--- config.mk ---
export PLATFORM = sky130hd
export DESIGN_NAME = attention_softmax_row
export DESIGN_NICKNAME = d
export VERILOG_FILES = /design/src/rtl/attention_softmax_row.sv
export SDC_FILE = /design/constraint.sdc
export NUM_CORES = 1
export LEC_CHECK = 0
export CAP_MARGIN = 20
export CORE_UTILIZATION = 35
export DETAILED_ROUTE_END_ITERATION = 6
export DONT_BUFFER_PORTS = 1
export GPL_TIMING_DRIVEN = 0
export SYNTH_ARGS = -nofsm -noshare
export SYNTH_HDL_FRONTEND = slang
export SYNTH_SLANG_ARGS = --single-unit
--- constraint.sdc ---
create_clock -name clk -period 8.55 [get_ports clk]
set_input_delay 0.855 -clock clk [delete_from_list [all_inputs] [get_ports clk]]
set_output_delay 0.855 -clock clk [all_outputs]
set_load 0.01 [all_outputs]
--- src/rtl/attention_softmax_row.sv ---
// Streaming softmax over one attention row: ROW_LEN q.k dot products of FEAT
// features each, e^x per score, then a bit-serial divide by the row sum per element.
module attention_softmax_row #(
  parameter int DATA_W  = 8,
  parameter int FEAT    = 4,
  parameter int ROW_LEN = 4,
  parameter int EX_W    = 9,
  parameter int OUT_W   = 8,
  parameter int ACC_W   = 2*DATA_W + $clog2(FEAT) + 1
) (
  input  logic              clk,
  input  logic              rst,
  input  logic [DATA_W-1:0] in_data,
  input  logic              in_valid,
  output logic              in_ready,
  output logic [OUT_W-1:0]  out_data,
  output logic              out_valid,
  input  logic              out_ready,
  output logic              out_last,
  output logic              busy
);

  localparam int SUM_W  = EX_W + $clog2(ROW_LEN) + 1;
  localparam int ELEM_W = (ROW_LEN > 1) ? $clog2(ROW_LEN) : 1;
  localparam int FEAT_W = (FEAT > 1) ? $clog2(FEAT) : 1;
  localparam int CNT_W  = $clog2(OUT_W + 1);
  localparam logic signed [ACC_W-1:0] SCORE_MAX = 127;
  localparam logic signed [ACC_W-1:0] SCORE_MIN = -128;

  typedef enum logic [1:0] {ACCUM, EXP, DIVIDE, OUTPUT} state_t;
  typedef enum logic {PH_A, PH_B} phase_t;

  state_t                   state, state_nxt;
  phase_t                   phase;
  logic [FEAT_W-1:0]        feat_cnt;
  logic [ELEM_W-1:0]        elem;
  logic signed [DATA_W-1:0] op_a;
  logic signed [ACC_W-1:0]  acc;
  logic [SUM_W-1:0]         sum;
  logic [EX_W-1:0]          ex_buf [ROW_LEN];
  logic [SUM_W:0]           rem;
  logic [OUT_W:0]           quo;
  logic [CNT_W-1:0]         div_cnt;
  logic [OUT_W-1:0]         out_q;

  // e^x for a Q1.6 score as UQ3.6: 2^(x*log2e) with a linear 2^frac mantissa.
  function automatic logic [EX_W-1:0] ex_fn(input logic signed [7:0] s);
    logic signed [15:0] s_ext, t, ip;
    logic [15:0]        nsh;
    logic [EX_W-1:0]    mant, res;
    s_ext = {{8{s[7]}}, s};
    t     = (s_ext * 16'sd92) >>> 6;
    ip    = t >>> 6;
    nsh   = -ip;
    mant  = EX_W'(7'd64 + {1'b0, t[5:0]});
    if (ip >= 0) res = mant << ip[1:0];
    else         res = mant >> nsh;
    return res;
  endfunction

  logic                       last_feat, last_elem, div_done;
  logic [ELEM_W-1:0]          elem_inc;
  logic signed [2*DATA_W-1:0] prod;
  logic signed [ACC_W-1:0]    acc_sh;
  logic signed [7:0]          score;
  logic [EX_W-1:0]            ex_val;
  logic                       q_bit;
  logic [SUM_W:0]             rem_sub;
  logic [OUT_W:0]             quo_nxt;

  assign last_feat = (feat_cnt == FEAT_W'(FEAT - 1));
  assign last_elem = (elem == ELEM_W'(ROW_LEN - 1));
  assign div_done  = (div_cnt == CNT_W'(OUT_W));
  assign elem_inc  = elem + ELEM_W'(1);
  assign prod      = op_a * $signed(in_data);
  assign acc_sh    = acc >>> 8;
  assign ex_val    = ex_fn(score);
  assign q_bit     = (rem >= {1'b0, sum});
  assign rem_sub   = q_bit ? (rem - {1'b0, sum}) : rem;
  assign quo_nxt   = {quo[OUT_W-1:0], q_bit};

  always_comb begin
    score = acc_sh[7:0];
    if (acc_sh > SCORE_MAX)      score = 8'h7F;
    else if (acc_sh < SCORE_MIN) score = 8'h80;
  end

  always_ff @(posedge clk) begin
    if (rst) state <= ACCUM;
    else     state <= state_nxt;
  end

  // NOTE: next state defaults to the current state so no path leaves it unassigned (no latch).
  always_comb begin
    state_nxt = state;
    unique case (state)
      ACCUM:  if (in_valid && phase == PH_B && last_feat) state_nxt = EXP;
      EXP:    state_nxt = last_elem ? DIVIDE : ACCUM;
      DIVIDE: if (div_done) state_nxt = OUTPUT;
      OUTPUT: if (out_ready) state_nxt = last_elem ? ACCUM : DIVIDE;
      default: state_nxt = ACCUM;
    endcase
  end

  // NOTE: the e^x buffer is storage, not control; it has no reset and is always rewritten before use.
  always_ff @(posedge clk) begin
    if (state == EXP) ex_buf[elem] <= ex_val;
  end

  // NOTE: sequential state uses non-blocking assignments throughout so every reader sees pre-edge values.
  always_ff @(posedge clk) begin
    if (rst) begin
      phase    <= PH_A;
      feat_cnt <= '0;
      elem     <= '0;
      op_a     <= '0;
      acc      <= '0;
      sum      <= '0;
      rem      <= '0;
      quo      <= '0;
      div_cnt  <= '0;
      out_q    <= '0;
    end else begin
      unique case (state)
        ACCUM: if (in_valid) begin
          if (phase == PH_A) begin
            op_a  <= in_data;
            phase <= PH_B;
            if (feat_cnt == '0) acc <= '0;
          end else begin
            acc      <= acc + {{(ACC_W-2*DATA_W){prod[2*DATA_W-1]}}, prod};
            phase    <= PH_A;
            feat_cnt <= last_feat ? '0 : feat_cnt + FEAT_W'(1);
          end
        end
        EXP: begin
          sum <= sum + SUM_W'(ex_val);
          if (last_elem) begin
            // Element 0 divides first; with a one-element row it is being written now.
            elem    <= '0;
            rem     <= (ROW_LEN == 1) ? (SUM_W+1)'(ex_val) : (SUM_W+1)'(ex_buf[0]);
            quo     <= '0;
            div_cnt <= '0;
          end else begin
            elem <= elem_inc;
          end
        end
        DIVIDE: begin
          rem     <= {rem_sub[SUM_W-1:0], 1'b0};
          quo     <= quo_nxt;
          div_cnt <= div_cnt + CNT_W'(1);
          if (div_done) out_q <= quo_nxt[OUT_W] ? '1 : quo_nxt[OUT_W-1:0];
        end
        OUTPUT: if (out_ready) begin
          if (last_elem) begin
            sum  <= '0;
            elem <= '0;
          end else begin
            elem    <= elem_inc;
            rem     <= (SUM_W+1)'(ex_buf[elem_inc]);
            quo     <= '0;
            div_cnt <= '0;
          end
        end
        default: ;
      endcase
    end
  end

  assign in_ready  = (state == ACCUM);
  assign out_valid = (state == OUTPUT);
  assign out_last  = out_valid && last_elem;
  assign out_data  = out_q;
  assign busy      = !(state == ACCUM && elem == '0 && feat_cnt == '0 && phase == PH_A);

endmodule

Word level (Yosys, flattened, before mapping). Memory sizes are Yosys's and may differ from the RTL's. Cells that the tools add are included. W data, S select, Z words.

$add $sub $neg: 8. $mul: 2. $lt $le $gt $ge: 4. Equal/unequal tests: 12. Shift operators: 2. Mux-type cells: 35. Bitwise operators: 1. Reduce and logical (&&, ||, !) cells: 22.

Operators with widths (number): $mux W8 (6); $mux W13 (3); $pmux W13 S3 (1); $mux W19 (2); $mux W12 (3); $pmux W12 S2 (1); $pmux W8 S3 (1); $add A19 B19 Y19 (1); $mul A8 B8 Y16 (1); $mux W2 (8); $neg A4 Y16 (1); $shr A8 B16 Y9 (1); $reduce_and A3 Y1 (5); $mul A8 B6 Y14 const B (1); $ge A13 B12 Y1 (1); $add A12 B9 Y12 (1); $mux W4 (3); $pmux W4 S3 (1); $sub A12 B12 Y12 (1); $gt A11 B8 Y1 const B (1); $lt A11 B8 Y1 const B (1); $mux W9 (1); $shl A8 B2 Y9 (1); $add A7 B6 Y8 const A (1); other kinds (19) (39).

Register bits after elaboration: 79. Memory bits (writable): 36. Input port bits: 12. Output and inout bits: 12. Word-level logic and storage cells: 98. Memories kept: 1.

Memories: ex_buf (words 4, width 9, rd ports 2, clocked after memory_dff 0, write ports 1, line 40) `logic [EX_W-1:0] ex_buf [ROW_LEN];`.

Longest topological paths before layout.
Word-level depth: 9. Depth in mapped cells: 39. Gate-level depth less buffers: 38.

Worst setup path before layout. OpenSTA, ideal clock, no wires.

Kind: register to register. Start point: reg acc[16]. End point: reg sum[10]. Library setup time: 115 ps. Arrival: 7405 ps. Required time: 8435 ps. Slack: 1030 ps. Stages on the path, launching flop included: 37. Buffers on the path: 1. Period minus slack after synthesis: 7520 ps. Cell sequence: dfxtp_1 nand3_1 nand2_1 clkbuf_1 o21a_1 fa_1 ha_1 fa_1 ha_1 nor2b_1 o31a_1 nor3_2 o21ai_1 a21o_2 xnor2_4 inv_2 ha_1 nand3_1 ha_1 nor4_1 and2_2 nand3_1 nand2b_2 a211oi_2 a211o_1 ha_1 inv_1 fa_1 nand3b_1 a21boi_0 o21ai_0 a21boi_0 o21ai_0 a21boi_0 o21ai_0 xnor2_1 nor2_1.

Word-level cells in the longest chain between the ends: 9. Elaborated cells on any way between the ends: 13. Those cells by class: add/sub: 3; mul: 1; order compare: 3; shift: 2; mux: 4.

RTL lines: start, declared (line 38) `logic signed [ACC_W-1:0] acc;`; start signal, assigned (line 131) `acc <= acc + {{(ACC_W-2*DATA_W){prod[2*DATA_W-1]}}, prod};`; $lt A11 B8 Y1 (line 85) `else if (acc_sh < SCORE_MIN) score = 8'h80;`; $mux W8 (line 85); $mux W8 * (line 84) `if (acc_sh > SCORE_MAX) score = 8'h7F;`; $mul A8 B6 Y14 * (line 52) `t = (s_ext * 16'sd92) >>> 6;`; $add A7 B6 Y8 / $neg A4 Y16 (equally long branches) (line 55, 54); $shr A8 B16 Y9 / $shl A8 B2 Y9 (equally long branches) (line 57, 56); $mux W9 * (line 56) `if (ip >= 0) res = mant << ip[1:0];`; named net ex_val[0] (line 66) `logic [EX_W-1:0] ex_val;`; $add A12 B9 Y12 * (line 137) `sum <= sum + SUM_W'(ex_val);`; $pmux W12 S2 * (line 124) `unique case (state)`; end signal, assigned (line 137); end, declared (line 39) `logic [SUM_W-1:0] sum;`.

Mark *: on every way through the listed nets, which the timed path passes. The rest lies on a longest branch. A chain may end at the register's enable or synchronous reset.

Final worst setup path.
Start point: reg acc[15]. End point: reg sum[10].

The elaborated chain is that of the path after synthesis.

==> run metrics <==
IO Pins=24; CP most frequent cell=inv_1; DP Wirelength=18000 um; share of the synthesized area in the top cell type=15.4%; Antenna Nets Post-Route=0; hold depth=2; post-route design area=0.0114 mm2; RePlAce Congestion=0.815; # diodes=0; Final Hold Fails=0; initial antenna violation count=0; Worst EP arrival=8.27 ns; Tot Pwr=3390 uW; max-slew violations=0; Startpoint Class=flip-flop; fmax=126 MHz; period utilization=93.1%; stages on the worst setup path=39; vias in the first global route=7792; Inst Count DP=1509; cell internal pwr=1910 uW; Iter 0 DRT Violations=429; Setup violations, final=0; H-tree levels=4; Synth Flop Type=dfxtp_1; Post-Syn Area=0.0103 mm2; die area=0.0300 mm2; grt total ovfl=0; first-pass GRT wire length=38600 um; Area contributors post-synth=dfxtp_1 15%, fa_1 13%, ha_1 12%, edfxtp_1 11%, nor2_1 4.9%; Placed Area=0.0107 mm2; final wirelength=22800 um; clock root buffer=clkbuf_16; slowest CP cell=fa_1; Bufs and invs on worst path=5; # rows=62; Via-to-Cell Ratio=5.16; Final Util=39.7%; Comb power frac=58.2%; asr flop ratio synth=0%; worst hold path type=reg2reg; largest delay contributor family on the critical path=adder cells; drt first pass iters=4; Clk pin slew, worst setup/hold paths=0.06 ns; Die Height=173 um; Synth Net Count=1307; area growth from synthesis to layout=11.5%; share of cells above drive strength 1=9.23%; setup TNS=0 ns; Initial Utilization=35.6%; TritonCTS clock tree=yes; measured slew at the worst slew-check pin=1.03 ns; FF+latch count, synth=115; Post-CTS Hold Buffers=0; Max Cap Viol=0; DRC errors left=0; Clock Path Buffers=2; cells on worst reg2reg path=39; YS warnings=0; crit path kind=reg2reg; status=finished, final reports clean; total number of vias=7960; NetSw=1480 uW; port bufs=0; Crit Path Max Fanout=10; CP required=8.86 ns; leading area contributor after synthesis=dfxtp_1; Skew-Pair Late Insertion Delay=0.42 ns; CTS Sinks=115; final net count=1328; Static Leakage=0.00494 uW; Sequential Power Share=20.5%; Cell Count, Final, Fillers Out=1543; CP Capture Type=flip-flop; CORE AREA=0.0288 mm2; Synth cell types=86; largest net degree at the start of global routing=17; Slew HR=31.0%; Peak VDD IR=0.149 mV; post-layout minimum cycle time=7.96 ns; die width=173 um; Crit path largest cell delay=0.53 ns; sequential-to-total area share from yosys stat=26.0%; drt wl/cell=14.7 um; Post-synth EDFFs=36; Gate Count Post-Synth=1125; Clock Skews=0.00910 ns; clock buffer count from CTS=17; pwr/cell area=297 mW/mm2; Clock power frac=21.3%; Post-Syn Area per Cell=9.11 um2; gr usage total=15.8%; Switching Share=43.6%
==> path summary, 6_finish.rpt <==
path	slack, ns	startpoint	to
setup / recovery	0.59	acc[15]	sum[10]
hold / removal	0.48	rem[12]	rem[12]
setup reg to reg	0.59	acc[15]	sum[10]
hold reg to reg	0.48	rem[12]	rem[12]
==> area by class of cell <==
cell class / count / area [um2]
fill: 2854 / 17400
multi-input combinational: 849 / 7010
sequential: 115 / 2670
tap: 384 / 480
inverter: 120 / 450
clock buffer: 17 / 425
buffer: 39 / 193
clock inverter: 15 / 173
timing repair buffer: 4 / 30.0
==> routing by layer <==
metal	share of wire [%]	global-route usage [%]	vias to the layer above
li1	-	-	3943
met1	49	21.5	3874
met2	46	25.9	122
met3	3.3	2.42	21
met4	1.7	4.79	0
met5	0	0	-
==> registers in the layout, summed over array words and instances (netlist names) <==
register and cells:
acc 19, div_cnt 4, elem 2, ex_buf 36, feat_cnt 2, op_a 8, out_data 8, phase 1
quo 8, rem 13, state 2, sum 12
==> power by group through the flow <==
| stage | Combinational [uW] | Sequential, uW | Clock (uW) |
|---|---|---|---|
| after floorplan | 1490 | 699 | 0 |
| after global placement | 1890 | 707 | 0 |
| after detailed placement | 1930 | 707 | 0 |
| after CTS | 1950 | 695 | 734 |
| after global routing | 2220 | 698 | 758 |
| final | 1970 | 696 | 723 |
==> worst min-delay path, delay by kind of cell (launching register included) <==
kind | cells | cell delay (ns)
DFF | 1 | 0.32
and+or+nand+nor | 1 | 0.06
AOI/OAI and AO/OA | 1 | 0.05
==> placed cells by master, fill, tap and decap left out, drive strengths merged, types with 4 or more instances in the layout <==
master  Yosys  routed
nand2b     14      14
o21a       13      13
edfxtp     36      36
and2       41      41
dfxtp      79      79
a21oi      66      66
o21ai      38      38
a31oi       5       5
buf        14      17
nor2      134     134
inv       120     126
fa         68      68
and3        6       6
clkinv      0       5
nand3      13      13
clkbuf     27      43
xnor2      43      43
mux4        8       8
a221oi      5       5
a21o       25      25
mux2i       9       9
nor3       21      21
nand3b      5       5
ha        102     102
a21boi      6       6
mux2        6       6
a211oi     22      22
nor4        4       4
a22oi      31      31
a32oi       4       4
nand4       6       6
xor2       14      14
o31ai       5       5
o21bai      8       8
nand2      77      77
a211o       4       4
==> kinds of logic after synthesis <==
logic type | after synthesis | share of synthesized area, %
and+or+nand+nor | 341 | 15.7
AOI/OAI and AO/OA | 258 | 17.6
adders and majority gates | 170 | 25.7
buffers and inverters | 161 | 6.32
DFF | 115 | 26.0
xor gates and xnor gates | 57 | 5.27
muxes | 23 | 3.37
==> per-stage QoR <==
step / setup WS [ns] / hold WS (ns)
after global routing: -0.0113 / 0.507
after floorplan: 1.03 / 0.448
after detailed placement: -0.138 / 0.462
after global placement: -0.0226 / 0.461
after CTS: 0.00546 / 0.471
final: 0.591 / 0.476
==> repair_timing <==
item	CTS	global route
setup endpoints to repair	2	6
gates resized for setup	4	18
setup buffers	0	4
pin swaps	1	4
hold endpoints to repair	0	0
==> synthesized netlist by cell type (all sizes together) (22+ instances only) <==
master  count
inv       120
nor2      134
a21oi      66
o21ai      38
clkbuf     27
ha        102
a211oi     22
and2       41
a21o       25
a22oi      31
xnor2      43
dfxtp      79
edfxtp     36
fa         68
nand2      77
Note: power is estimated with default switching activity, not from simulation.
